--- src/rtl/fetch_pkg.sv ---
// Shared constants and the fetch entry type for the instruction-fetch front end.
package fetch_pkg;

    localparam int unsigned       ADDR_W      = 8;
    localparam int unsigned       INSTR_W     = 8;
    localparam logic [ADDR_W-1:0] RESET_PC    = 8'h00;
    localparam logic [3:0]        STOP_OPCODE = 4'b0001;

    typedef struct packed {
        logic [ADDR_W-1:0]  pc;
        logic [INSTR_W-1:0] instr;
    } fetch_entry_t;

    localparam int unsigned ENTRY_W = $bits(fetch_entry_t);

endpackage

--- src/rtl/fetch_skid_fifo.sv ---
// Two-entry FIFO of fetch entries that absorbs decode stalls and read latency.
module fetch_skid_fifo
    import fetch_pkg::*;
(
    input  logic               clk_i,
    input  logic               rst_i,
    input  logic               flush_i,
    input  logic               push_i,
    input  logic               pop_i,
    input  logic [ENTRY_W-1:0] entry_i,
    output logic [ENTRY_W-1:0] head_o,
    output logic [1:0]         count_o
);

    logic [ENTRY_W-1:0] mem_q [2];
    logic               rd_ptr_q;
    logic               wr_ptr_q;
    logic [1:0]         count_q;
    logic [1:0]         count_d;
    logic               do_push;
    logic               do_pop;

    always_comb begin
        do_push = push_i && (count_q != 2'd2);
        do_pop  = pop_i && (count_q != 2'd0);
        count_d = count_q;
        unique case ({do_push, do_pop})
            2'b10:   count_d = count_q + 2'd1;
            2'b01:   count_d = count_q - 2'd1;
            default: count_d = count_q;
        endcase
    end

    // Storage is not reset: entries are only ever read below count_q.
    always_ff @(posedge clk_i) begin
        if (rst_i || flush_i) begin
            rd_ptr_q <= 1'b0;
            wr_ptr_q <= 1'b0;
            count_q  <= 2'd0;
        end else begin
            if (do_push) begin
                mem_q[wr_ptr_q] <= entry_i;
                wr_ptr_q        <= ~wr_ptr_q;
            end
            if (do_pop) begin
                rd_ptr_q <= ~rd_ptr_q;
            end
            count_q <= count_d;
        end
    end

    assign head_o  = mem_q[rd_ptr_q];
    assign count_o = count_q;

endmodule

--- src/rtl/fetch_stage.sv ---
// Instruction-fetch front end: PC/issue control, in-flight tracking, skid buffer,
// bypass path into IR1, STOP handling and the delivered-instruction counter.
module fetch_stage
    import fetch_pkg::*;
(
    input  logic               clock,
    input  logic               reset,
    output logic [ADDR_W-1:0]  imem_addr,
    input  logic [INSTR_W-1:0] imem_q,
    input  logic               stall,
    input  logic               redirect,
    input  logic [ADDR_W-1:0]  redirect_pc,
    output logic [INSTR_W-1:0] ir1,
    output logic [ADDR_W-1:0]  ir1_pc,
    output logic               ir1_valid,
    output logic               halted,
    output logic [15:0]        fetch_count
);

    logic [ADDR_W-1:0]  pc_q, pc_d;
    logic [ADDR_W-1:0]  req_pc_q, req_pc_d;
    logic               inflight_q, inflight_d;
    logic               stop_seen_q, stop_seen_d;
    logic [INSTR_W-1:0] ir1_q, ir1_d;
    logic [ADDR_W-1:0]  ir1_pc_q, ir1_pc_d;
    logic               ir1_valid_q, ir1_valid_d;
    logic [15:0]        count_q, count_d;

    logic [1:0]         buf_count;
    logic               buf_empty;
    logic               ret_valid;
    logic               fifo_push;
    logic               fifo_pop;
    logic               ir1_load;
    logic               issue;
    logic [ENTRY_W-1:0] head_bits;
    fetch_entry_t       ret_entry;
    fetch_entry_t       head_entry;
    fetch_entry_t       load_entry;

    fetch_skid_fifo u_fifo (
        .clk_i   (clock),
        .rst_i   (reset),
        .flush_i (redirect),
        .push_i  (fifo_push),
        .pop_i   (fifo_pop),
        .entry_i (ret_entry),
        .head_o  (head_bits),
        .count_o (buf_count)
    );

    always_comb begin
        ret_entry.pc    = req_pc_q;
        ret_entry.instr = imem_q;
        head_entry      = fetch_entry_t'(head_bits);
        buf_empty       = (buf_count == 2'd0);
        // Anything returning after STOP was seen belongs to a later address.
        ret_valid       = inflight_q && !stop_seen_q;
        fifo_push       = ret_valid && !redirect && (stall || !buf_empty);
        fifo_pop        = !redirect && !stall && !buf_empty;
        ir1_load        = !redirect && !stall && (!buf_empty || ret_valid);
        load_entry      = buf_empty ? ret_entry : head_entry;
        // Credit check: buffered plus in-flight entries never exceed the buffer depth.
        issue           = !redirect && !stop_seen_q &&
                          (({1'b0, buf_count} + {2'b00, inflight_q}) < 3'd2);

        pc_d        = pc_q;
        req_pc_d    = req_pc_q;
        inflight_d  = issue;
        stop_seen_d = stop_seen_q;
        if (redirect) begin
            pc_d        = redirect_pc;
            stop_seen_d = 1'b0;
        end else begin
            if (issue) begin
                pc_d     = pc_q + ADDR_W'(1);
                req_pc_d = pc_q;
            end
            if (ret_valid && (imem_q[3:0] == STOP_OPCODE)) begin
                stop_seen_d = 1'b1;
            end
        end

        ir1_d       = ir1_q;
        ir1_pc_d    = ir1_pc_q;
        ir1_valid_d = ir1_valid_q;
        if (redirect) begin
            ir1_valid_d = 1'b0;
        end else if (!stall) begin
            ir1_valid_d = ir1_load;
            if (ir1_load) begin
                ir1_d    = load_entry.instr;
                ir1_pc_d = load_entry.pc;
            end
        end

        count_d = (ir1_load && (count_q != 16'hFFFF)) ? count_q + 16'd1 : count_q;
    end

    always_ff @(posedge clock) begin
        if (reset) begin
            pc_q        <= RESET_PC;
            req_pc_q    <= '0;
            inflight_q  <= 1'b0;
            stop_seen_q <= 1'b0;
            ir1_q       <= '0;
            ir1_pc_q    <= '0;
            ir1_valid_q <= 1'b0;
            count_q     <= 16'd0;
        end else begin
            pc_q        <= pc_d;
            req_pc_q    <= req_pc_d;
            inflight_q  <= inflight_d;
            stop_seen_q <= stop_seen_d;
            ir1_q       <= ir1_d;
            ir1_pc_q    <= ir1_pc_d;
            ir1_valid_q <= ir1_valid_d;
            count_q     <= count_d;
        end
    end

    assign imem_addr   = pc_q;
    assign ir1         = ir1_q;
    assign ir1_pc      = ir1_pc_q;
    assign ir1_valid   = ir1_valid_q;
    assign halted      = stop_seen_q & ~inflight_q;
    assign fetch_count = count_q;

endmodule

--- config.mk ---
export PLATFORM = sky130hd
export DESIGN_NAME = fetch_stage
export DESIGN_NICKNAME = d
export VERILOG_FILES = /design/src/rtl/fetch_pkg.sv /design/src/rtl/fetch_skid_fifo.sv /design/src/rtl/fetch_stage.sv
export SDC_FILE = /design/constraint.sdc
export NUM_CORES = 1
export LEC_CHECK = 0
export BUFFER_PORTS_ARGS = -buffer_cell sky130_fd_sc_hd__buf_2
export CAP_MARGIN = 20
export CORE_AREA = 2 2 89 91
export CTS_BUF_LIST = sky130_fd_sc_hd__clkbuf_8
export CTS_CLUSTER_DIAMETER = 150
export CTS_CLUSTER_SIZE = 30
export DETAILED_ROUTE_END_ITERATION = 12
export DIE_AREA = 0 0 91 93
export HOLD_SLACK_MARGIN = 0.08
export PLACE_DENSITY = 0.83
export REMOVE_ABC_BUFFERS = 1
export SETUP_SLACK_MARGIN = 0.1
export SLEW_MARGIN = 20
export SYNTH_ARGS = -nofsm -noshare
export SYNTH_HDL_FRONTEND = slang
export SYNTH_SLANG_ARGS = --single-unit
--- constraint.sdc ---
create_clock -name clock -period 6.85 [get_ports clock]
set_clock_uncertainty 0.05 [all_clocks]
set_input_delay 1.0275 -clock clock [delete_from_list [all_inputs] [get_ports clock]]
set_output_delay 1.0275 -clock clock [all_outputs]
set_load 0.01 [all_outputs]
# == Word level (Yosys, flattened, before mapping) ==
# Memories as Yosys holds them, arrays and structs flattened. A register that Yosys moved wholly into a read port is not among the register bits.
# Index checks and enable logic that the tools add are counted.
# word_totals
reg_bits,55
mem_bits_rw,32
input_bits,20
out_inout_bits,42
word_cells,64
memories,1
# classes
n_addsub,5
n_lt_le_gt_ge,1
n_eq_ne,5
n_mux,9
bitwise,6
n_reduce_logical,26
# memory_table
name,words,word_bits,rd,rd_ports_with_merged_regs,write_ports,line,text
u_fifo.mem_q,2,16,1,1,1,fetch_skid_fifo.sv:15,logic [ENTRY_W-1:0] mem_q [2];
# op_table
cell,count
16-bit by 1-bit adder with 16-bit output (second input constant),1
16-bit two-way mux,1
8-bit two-way mux,2
16-bit inequality test (second input constant),1
1-bit logical AND,12
8-bit by 1-bit adder with 8-bit output (second input constant),1
2-bit nonzero test,3
1-bit two-way mux,5
1-bit NOT,5
4-bit by 1-bit equality test with 1-bit output (second input constant),1
1-bit zero test,4
2-bit case mux with 2 select lines,1
2-bit by 1-bit adder with 3-bit output,1
1-bit logical OR,3
3-bit by 2-bit less-than comparator with 1-bit output (second input constant),1
3-bit AND reduction,1
2-bit by 1-bit adder with 2-bit output (second input constant),1
2-bit by 1-bit equality test with 1-bit output (second input constant),1
2-bit equality test (second input constant),1
2-bit zero test,1
2-bit inequality test (second input constant),1
2-bit AND reduction,1
2-bit OR reduction,1
2-bit by 1-bit subtractor with 2-bit output (second input constant),1
1-bit bitwise AND,1

# == Logic depth before layout (Yosys ltp) ==
# Gate-level depths: netlist of run 1.
# logic_depth
word_depth,8
depth_mapped,7
ltp_nobuf,7

# == By module ==
# Synthesis of run 1 repeated with hierarchy kept, for this count alone.
# unflattened
cells_unflattened,358
area_unflattened_um2,3759.9
# by_module_without_submodules
mod,instances,cells_each,area_each_um2,seq_area_each_um2
fetch_stage,1,281,2377.3,1021.0
fetch_skid_fifo,1,77,1382.6,1061.0

# == Least setup slack after synthesis of run 1 ==
# No wires, ideal clock.
# synth_path
kind,input to register
start,input redirect
end,"memory u_fifo.mem_q[0][0] (netlist bit), enable pin"
setup_ns,0.409
t_arrival_ns,2.800
slack_ns,3.591
stages,4
cell_sequence,buf_2 -> or2_2 -> clkbuf_1 -> nor3_1
# synth_via
elab_chain_len,7
elab_cells_between_ends,8
# synth_lines
element,line,text
"start, declared",fetch_stage.sv:11,"input logic redirect,"
1-bit zero test,fetch_stage.sv:59,fifo_push = ret_valid && !redirect && (stall || !buf_empty);
1-bit logical AND (2 in series),fetch_stage.sv:59,
1-bit logical AND,fetch_skid_fifo.sv:24,do_push = push_i && (count_q != 2'd2);
1-bit two-way mux,fetch_skid_fifo.sv:41,if (do_push) begin
1-bit two-way mux (*),fetch_skid_fifo.sv:36,if (rst_i || flush_i) begin
1-bit two-way mux (implied by the code) (*),fetch_skid_fifo.sv:42,mem_q[wr_ptr_q] <= entry_i;
"end, declared",fetch_skid_fifo.sv:15,
# Mark *: on every way between the ends. The rest lies on a longest branch, timed or not.

# == Worst setup path after layout of run 1 ==
# layout_path
start,input stall
end,register u_fifo.count_q[1] (netlist: u_fifo.count_o[1])
# layout_via
elab_chain_len,6
elab_cells_between_ends,11
# layout_lines
element,line,text
"start, declared",fetch_stage.sv:10,"input logic stall,"
1-bit zero test,--,
1-bit logical AND (2 in series),fetch_stage.sv:60,fifo_pop = !redirect && !stall && !buf_empty;
1-bit logical AND,fetch_skid_fifo.sv:25,do_pop = pop_i && (count_q != 2'd0);
2-bit by 1-bit equality test with 1-bit output / 2-bit equality test (equally long branches),fetch_skid_fifo.sv:27,"unique case ({do_push, do_pop})"
2-bit case mux with 2 select lines / 2-bit nonzero test (equally long branches),--,
"end signal, assigned",fetch_skid_fifo.sv:48,count_q <= count_d;
"end, declared",fetch_skid_fifo.sv:18,logic [1:0] count_q;
# Several ways; a longest one is shown, not always the timed one.
# A chain may end at the register's enable or synchronous reset.

==> results of run 1 <==
-- tightest hold or removal path, stage by stage, from the launching register on --
cell and delay (ns):
dfxtp_1 0.31, nand2_1 0.05, a21oi_1 0.05
-- registers in the layout, summed over array words and instances (netlist names), named ones only --
name and count:
u_fifo.wr_ptr_q 1, req_pc_q 8, ir1_pc 8, stop_seen_q 1, ir1_valid 1, imem_addr 8
inflight_q 1, u_fifo.mem_q 32, u_fifo.rd_ptr_q 1, ir1 8, u_fifo.count_o 2, fetch_count 16
-- through the flow --
| stage | hold WS (ns) | instance area, um^2 | util [%] | power [uW] |
|---|---|---|---|---|
| global route | 0.425 | 4320 | 57.4 | 1000 |
| CTS | 0.408 | 4320 | 57.4 | 972 |
| floorplan | 0.398 | 3640 | - | 593 |
| global placement | 0.393 | 4110 | 54.6 | 618 |
| finish | 0.406 | 4320 | 57.4 | 966 |
| detailed placement | 0.396 | 4120 | 54.7 | 621 |
-- synth_stat cells (5+ instances only) --
master and count:
or4_1 6, nand3_1 5, mux2_2 5, mux2i_1 18, nor2_1 15, edfxtp_1 32
o21ai_0 9, o31ai_1 9, clkbuf_1 10, a21oi_1 45, buf_2 7, dfxtp_1 56
o211ai_1 17, nor2b_1 5, nand2_1 61, or3_1 7
-- path summary, 6_finish.rpt --
path	to	startpoint	depth (start not counted)	slack (ns)
setup reg to reg	u_fifo.count_o[1]	inflight_q	6	4.35
hold reg to reg	ir1_pc[7]	ir1_pc[7]	2	0.41
setup / recovery	u_fifo.count_o[1]	stall	7	4.14
hold / removal	ir1_pc[7]	ir1_pc[7]	2	0.41
-- layout make-up --
cell class / count / area [um^2] / share of cell area (%)
Tap cell: 102 / 128 / 2.95
Sequential cell: 88 / 2080 / 48.1
Clock inverter: 5 / 47.5 / 1.10
Multi-Input combinational cell: 251 / 1580 / 36.5
Inverter: 3 / 11.3 / 0.260
Clock buffer: 11 / 151 / 3.50
Timing Repair Buffer: 64 / 328 / 7.58
-- cells by family (layout without fill, tap and decap cells) --
group	count (synthesis)	after routing
XOR/XNOR	4	4
AND/OR/NAND/NOR	128	128
flip-flops	88	88
adder cells (fa/ha/maj)	3	3
buffers and inverters	25	83
AO/OA/AOI/OAI	93	93
multiplexers	23	23
-- metal layers --
metal  wire length [um]  up-vias  part of all wire (%)
met5                  0        -                     0
li1                   -     1438                     -
met3                270       10                   3.5
met2               3770       59                    49
met4                128        0                   1.7
met1               3460     1381                    45
-- where the power goes --
group          switching [uW]  internal (uW)  leakage [uW]
registers                9.73            549      0.000731
clock network             172            185      0.000112
logic                    31.6           19.1      0.000662
total                     213            753       0.00150
==> impl_metrics.ini, run 1 <==
[floorplanning]
dieArea_um2 = 8460
fp.dieW_um = 91
start_util_pct = 49.8
ios = 62
die_h_um = 93
fp.coreArea_um2 = 7530
fp-row-count = 32

[synth]
synthTopCellsByArea = dfxtp_1 30%, edfxtp_1 26%, nand2_1 6.1%
synth-async-reset-ratio_pct = 0
synth_seq_cells = 88
yosys.area.top_type = dfxtp_1
synth_warnings = 0
synthAdderAreaFrac_pct = 1.00
synthXorXnorAreaFrac_pct = 0.935
netlist_area_um2 = 3750
post_synth_num_cell_types = 49
yosys.area_share.simple_pct = 16.8
syn_area_per_cell_um2 = 10.3
synth_ff_type = dfxtp_1
synth_edf_count = 32
syn_inst = 364
synth-compound-area-share_pct = 16.3
yosys-mux-area-fraction_pct = 6.31
ys_seq_area_share_pct = 55.5
synth_top_family_by_area = simple AND/OR/NAND/NOR gates
yosysTopAreaCellShare_pct = 29.9

[setup_path]
path_cells = buf_2, nor2b_1, o21ai_0, or2_2, ha_1, or3_1, a21oi_1
critical_path.slowest_cell = o21ai_0
crit_required_ns = 7.09
crit_fanout = 4
cp-end-kind = register
arrival_ns = 2.94
slowest_delay_ns = 0.68
worstSetupPathType = primary input to register
crit_buf_inv = 1
cpLargestDelayFamily = compound AO/OA/AOI/OAI gates
critPathLaunchType = primary input

[detailed_routing]
vias = 2888
route.detailed.drc = 0
via_per_inst = 5.51
drt_first_pass_iters = 4
drt-initial-drc-count = 115
ant_nets = 0
wirelength_um = 7630
post_drt_wl_per_cell_um = 14.6

[placement]
routabilityCongestion = 0.806
port_buffers = 61
dp_cells = 508
place_hpwl_um = 5160
pre_cts_ws_ns = 3.75

[job]
drv_cap = 0

[global_routing]
grt_max_degree = 54
use_met2_pct = 30.2
antenna_found_initial = 0
grt_use_met1_pct = 23.8
grt_pass1_vias = 2608
grt_use_total_pct = 18.2
top_usage_layer = met2
globalRouteOverflowTotal = 0
grt_pass1_wl_um = 12300
met3_usage_pct = 2.90

[clocking]
path_clk_slew_ns = 0.08
tritoncts = yes
cts_inserted_buffers = 9
cts_buffer_depth = 2
hold_buffers = 0
clockRootBuffer = clkbuf_8
clock_sinks = 88
htree_num_levels = 3
post-cts-setup-buffer-count = 0
cts_resized = 0
clock_latency_ns = 0.35

[final_layout]
fillers = 670
area_growth_pct = 15.4
nNetsFinal = 440
final_cell_mix = 61 x nand2_1, 61 x buf_2, 56 x dfxtp_1, 45 x a21oi_1, 32 x edfxtp_1
drive_above_1_share_pct = 22.0
final_cells = 524
antenna_cells = 0

[hold_path]
hold_class = register to register

[sta]
slew_violations = 0
fin_ws_ns = 4.14
fin_tns_setup_ns = 0
period_needed_ns = 2.71
tightest_slew_ns = 0.925
max_freq_mhz = 369
min_period_over_period_pct = 39.5
maxSlewHeadroom_pct = 38.3
rsz0062_at_grt = false
hold_viol_final = 0
finalSetupViolCount = 0

[power]
pwr_density_cell_nw_per_um2 = 223
irDropWorstVdd_mv = 0.138
power_leakage_uw = 0.00150

[outcome]
outcome = completed
Power figures use the tool's default switching activity.
==> run 2, diff against run 1 <==
Clock period 6.85 ns to 2.5 ns, I/O delays scaled along.
==> run 2 against run 1 <==
Count of clock-buffer cells in the layout decreased by 2. Power increased to 2.8 times the previous value. Sequential share of layout area decreased by 0.70 points. Wire length increased by 7.7%. Combinational power increased to 2.9 times the previous value. Critical endpoint unchanged. Design area increased by 1.5%. Final cell count increased by 1.5%. Sequential cell count unchanged. Worst hold slack got worse by 0.24 ns. Non-clock buffer count increased by 8.
==> impl_metrics.ini, run 2 (same netlist as run 1, synthesis figures left out) <==
[outcome]
outcome = completed

[power]
combPwrFrac_pct = 5.3
p_sw_uw = 617
p_int_uw = 2120
pwr_density_cell_nw_per_um2 = 624
p_sw_share_pct = 22.5
fin_total_pwr_uw = 2740
power_leakage_uw = 0.00152
irDropWorstVdd_mv = 0.539
clkPwrFrac_pct = 38.8
power_frac_seq_pct = 55.9

[hold_path]
hold_class = primary input to register

[clocking]
cts_resized = 0
clock_sinks = 88
cts_inserted_buffers = 9
tritoncts = yes
htree_num_levels = 3
clockRootBuffer = clkbuf_8
clock_latency_ns = 0.36
post-cts-setup-buffer-count = 0
hold_buffers = 0
cts_buffer_depth = 2
path_clk_slew_ns = 0.08

[setup_path]
reg2regPathDepth = 6
critical_path.slowest_cell = dfxtp_1
arrival_ns = 2.49
crit_end = u_fifo.count_o[1]
cp-end-kind = register
cpLargestDelayFamily = simple AND/OR/NAND/NOR gates
rrSetupSlack_ns = 0.25
path_depth = 6
crit_fanout = 5
worstSetupPathType = register to register
crit_buf_inv = 0
startpoint = inflight_q
critPathLaunchType = register
slowest_delay_ns = 0.45
worstReg2RegEnd = u_fifo.count_o[1]
path_cells = and2b_1, o21ai_0, or2_2, ha_1, or3_1, a21oi_1
crit_required_ns = 2.74
timing.rr.start = inflight_q

[final_layout]
final_cell_mix = 61 x nand2_1, 61 x buf_2, 56 x dfxtp_1, 45 x a21oi_1, 32 x edfxtp_1
drive_above_1_share_pct = 23.5
nNetsFinal = 448
postLayoutCellArea_um2 = 4390
largest_reg_flops = 32
largest_register = u_fifo.mem_q
fillers = 659
area_growth_pct = 17.1
antenna_cells = 0

[global_routing]
antenna_found_initial = 0
grt_max_degree = 53
grt_pass1_vias = 2776
grt_use_total_pct = 20.3
globalRouteOverflowTotal = 0
grt_pass1_wl_um = 13500

[detailed_routing]
route.detailed.drc = 0
post_drt_wl_per_cell_um = 15.4
via_per_inst = 5.60
vias = 2980
drt-initial-drc-count = 149
ant_nets = 0
drt_first_pass_iters = 5
wirelength_um = 8220

[placement]
port_buffers = 61
routabilityCongestion = 0.782
pre_cts_ws_ns = 0.327
place_hpwl_um = 5420
dpl_cell_area_um2 = 4170

[sta]
fin_ws_ns = 0.254
maxSlewHeadroom_pct = 50.0
slew_violations = 0
hold_viol_final = 0
tightest_slew_ns = 0.748
min_period_over_period_pct = 89.8
max_freq_mhz = 445
period_needed_ns = 2.25
fin_tns_setup_ns = 0
rsz0062_at_grt = false
finalSetupViolCount = 0

[floorplanning]
fp-row-count = 32
ios = 62
dieArea_um2 = 8460
start_util_pct = 49.8
fp.dieW_um = 91
die_h_um = 93
fp.coreArea_um2 = 7530

[job]
drv_cap = 0
[run 2: routing by layer]
layer | track usage, % | wire (um) | vias up
li1 | - | - | 1458
met1 | 26.5 | 3690 | 1429
met2 | 33.1 | 4040 | 86
met3 | 4.19 | 390 | 7
met4 | 8.33 | 102 | 0
met5 | 0 | 0 | -
[run 2: per-stage QoR]
step / hold WS, ns / util [%] / cells
6_report: 0.169 / 58.3 / 532
5_1_grt: 0.155 / 58.3 / 532
4_1_cts: 0.158 / 58.3 / 532
3_5_place_dp: 0.395 / 55.4 / 516
3_3_place_gp: 0.390 / 55.4 / 516
2_1_floorplan: 0.394 / - / 342
[run 2: layout make-up]
| cell class | instances | area [um^2] | share of cell area [%] |
|---|---|---|---|
| flip-flops and latches | 88 | 2080 | 47.4 |
| multi-input cells | 251 | 1560 | 35.5 |
| repair buffers | 72 | 388 | 8.84 |
| well taps | 102 | 128 | 2.91 |
| clock buffers | 9 | 124 | 2.82 |
| clock inverters | 7 | 96.3 | 2.20 |
| inverters | 3 | 11.3 | 0.257 |
[run 2: power by group through the flow]
stage,clock network (uW),registers (uW),logic (uW)
after floorplan,0,1560,63.3
after CTS,1090,1530,147
final,1060,1530,146
after global routing,1150,1530,162
after global placement,0,1560,141
after detailed placement,0,1560,146
[run 2: how the worst min path moves through the flow]
stage / start / endpoint / slack (ns) / cells past startpoint
global placement: ir1[6] / ir1[6] / 0.39 / 2
detailed placement: ir1[6] / ir1[6] / 0.40 / 2
CTS: imem_q[6] / u_fifo.mem_q[1][6] / 0.16 / 1
finish: imem_q[7] / u_fifo.mem_q[1][7] / 0.17 / 1
global route: imem_q[7] / u_fifo.mem_q[0][7] / 0.15 / 1
floorplan: reset / fetch_count[0] / 0.39 / 1
[run 2: worst register-to-register path, delay by kind of cell, from the launching register on]
family / cells / cell delay (ns)
and+or+nand+nor: 3 / 1.00
DFF: 1 / 0.45
AOI/OAI and AO/OA: 2 / 0.35
adders and majority gates: 1 / 0.33
==> run 3, diff against run 2 <==
Settings changed: CORE_AREA 2 2 89 91 to 2 2 114 72, DIE_AREA 0 0 91 93 to 0 0 116 74, TNS_END_PERCENT set to 5.
==> run 3 against run 2 <==
Clock power down 4%. Critical endpoint unchanged. Register-to-register slack better by 0.07 ns. Setup slack improved by 0.073 ns. Sequential share of layout area hardly changed. Design area barely moved. Final cell count rose by 1.3%. Non-clock buffer count increased by 1. Power decreased by 1.5%. Via count decreased by 1.2%. Worst hold slack worse by 0.0074 ns. Highest routed layer unchanged. Sequential power about the same.
==> impl_metrics.ini, run 3 (same netlist as run 1, synthesis figures left out) <==
[outcome]
outcome = completed

[setup_path]
timing.rr.start = inflight_q
cpLargestDelayFamily = simple AND/OR/NAND/NOR gates
path_cells = and2b_1, o21ai_0, or2_2, ha_1, or3_1, a21oi_1
critical_path.slowest_cell = dfxtp_1
reg2regPathDepth = 6
cp-end-kind = register
startpoint = inflight_q
crit_required_ns = 2.75
slowest_delay_ns = 0.45
path_depth = 6
critPathLaunchType = register
rrSetupSlack_ns = 0.33
crit_fanout = 5
crit_buf_inv = 0
worstReg2RegEnd = u_fifo.count_o[1]
arrival_ns = 2.42
worstSetupPathType = register to register

[detailed_routing]
wirelength_um = 8160
drt-initial-drc-count = 169
ant_nets = 0
post_drt_wl_per_cell_um = 15.1
drt_first_pass_iters = 4
via_per_inst = 5.46
vias = 2944
route.detailed.drc = 0

[clocking]
tritoncts = yes
hold_buffers = 0
htree_num_levels = 3
path_clk_slew_ns = 0.08
clock_latency_ns = 0.36
cts_inserted_buffers = 9
clockRootBuffer = clkbuf_8
post-cts-setup-buffer-count = 0
clock_sinks = 88
cts_resized = 0
cts_buffer_depth = 2

[hold_path]
hold_class = primary input to register
worstHoldPathCells = 1
hp-start = imem_q[6]
holdPathEnd = u_fifo.mem_q[0][6]

[placement]
port_buffers = 61
dpl_cell_area_um2 = 4180
routabilityCongestion = 0.821
dp_cells = 523
place_hpwl_um = 5670

[sta]
tightest_slew_ns = 0.780
slew_violations = 0
max_freq_mhz = 460
min_period_over_period_pct = 86.9
rsz0062_at_grt = false
period_needed_ns = 2.17
finalSetupViolCount = 0
maxSlewHeadroom_pct = 47.9
hold_viol_final = 0

[final_layout]
area_growth_pct = 17.1
final_cell_mix = 61 x nand2_1, 61 x buf_2, 56 x dfxtp_1, 45 x a21oi_1, 32 x edfxtp_1
final_cells = 539
largest_register = u_fifo.mem_q
nNetsFinal = 449
drive_above_1_share_pct = 23.0
postLayoutCellArea_um2 = 4390
antenna_cells = 0
largest_reg_flops = 32

[power]
power_frac_seq_pct = 56.6
irDropWorstVdd_mv = 0.286
combPwrFrac_pct = 5.5
p_sw_share_pct = 21.8
p_int_uw = 2110
clkPwrFrac_pct = 37.9
power_leakage_uw = 0.00154
pwr_density_cell_nw_per_um2 = 615
p_sw_uw = 588

[global_routing]
grt_use_total_pct = 20.5
grt_pass1_wl_um = 13200
grt_max_degree = 53
antenna_found_initial = 0
globalRouteOverflowTotal = 0
grt_pass1_vias = 2765

[floorplanning]
start_util_pct = 49.5
die_h_um = 74
fp.coreArea_um2 = 7570
fp.dieW_um = 116
dieArea_um2 = 8580
ios = 62
fp-row-count = 25

[job]
drv_cap = 0
-- run 3: how the worst max path moves through the flow --
stage                                    end
after floorplan           u_fifo.mem_q[0][0]
after global placement     u_fifo.count_o[1]
after detailed placement   u_fifo.count_o[1]
after CTS                  u_fifo.count_o[1]
after global routing       u_fifo.count_o[1]
final                      u_fifo.count_o[1]
-- run 3: layout make-up --
cell class / count / area, um^2
clock buffer: 9 / 124
clock inverter: 7 / 83.8
fill: 669 / 3180
inverter: 3 / 11.3
multi-input combinational: 251 / 1560
sequential: 88 / 2080
tap: 108 / 135
timing repair buffer: 73 / 395
-- run 3: per-layer routing --
metal	up-vias	routed length, um	GRT usage (%)
li1	1461	-	-
met1	1385	3710	26.7
met2	86	3650	32.6
met3	12	705	8.15
met4	0	93	5.56
met5	-	0	0
-- run 3: power groups by stage --
stage,Sequential [uW],Combinational (uW),Clock [uW]
floorplan,1560,63.3,0
finish,1530,148,1020
global placement,1560,143,0
detailed placement,1560,147,0
global route,1530,164,1100
CTS,1530,148,1060
-- run 3: metrics by stage --
step	setup WS [ns]	hold slack (ns)	utilization [%]	setup TNS [ns]	total power [uW]
4_1_cts	0.356	0.139	58.0	0	2730
5_1_grt	0.234	0.137	58.0	0	2800
2_1_floorplan	-0.0176	0.394	-	-0.563	1630
3_3_place_gp	0.473	0.390	55.3	0	1700
6_report	0.327	0.161	58.0	0	2700
3_5_place_dp	0.380	0.396	55.3	0	1710
-- run 3: worst reg2reg max path, stage by stage (launching register included) --
cell,delay (ns)
dfxtp_1,0.45
and2b_1,0.31
o21ai_0,0.16
or2_2,0.30
ha_1,0.32
or3_1,0.37
a21oi_1,0.15
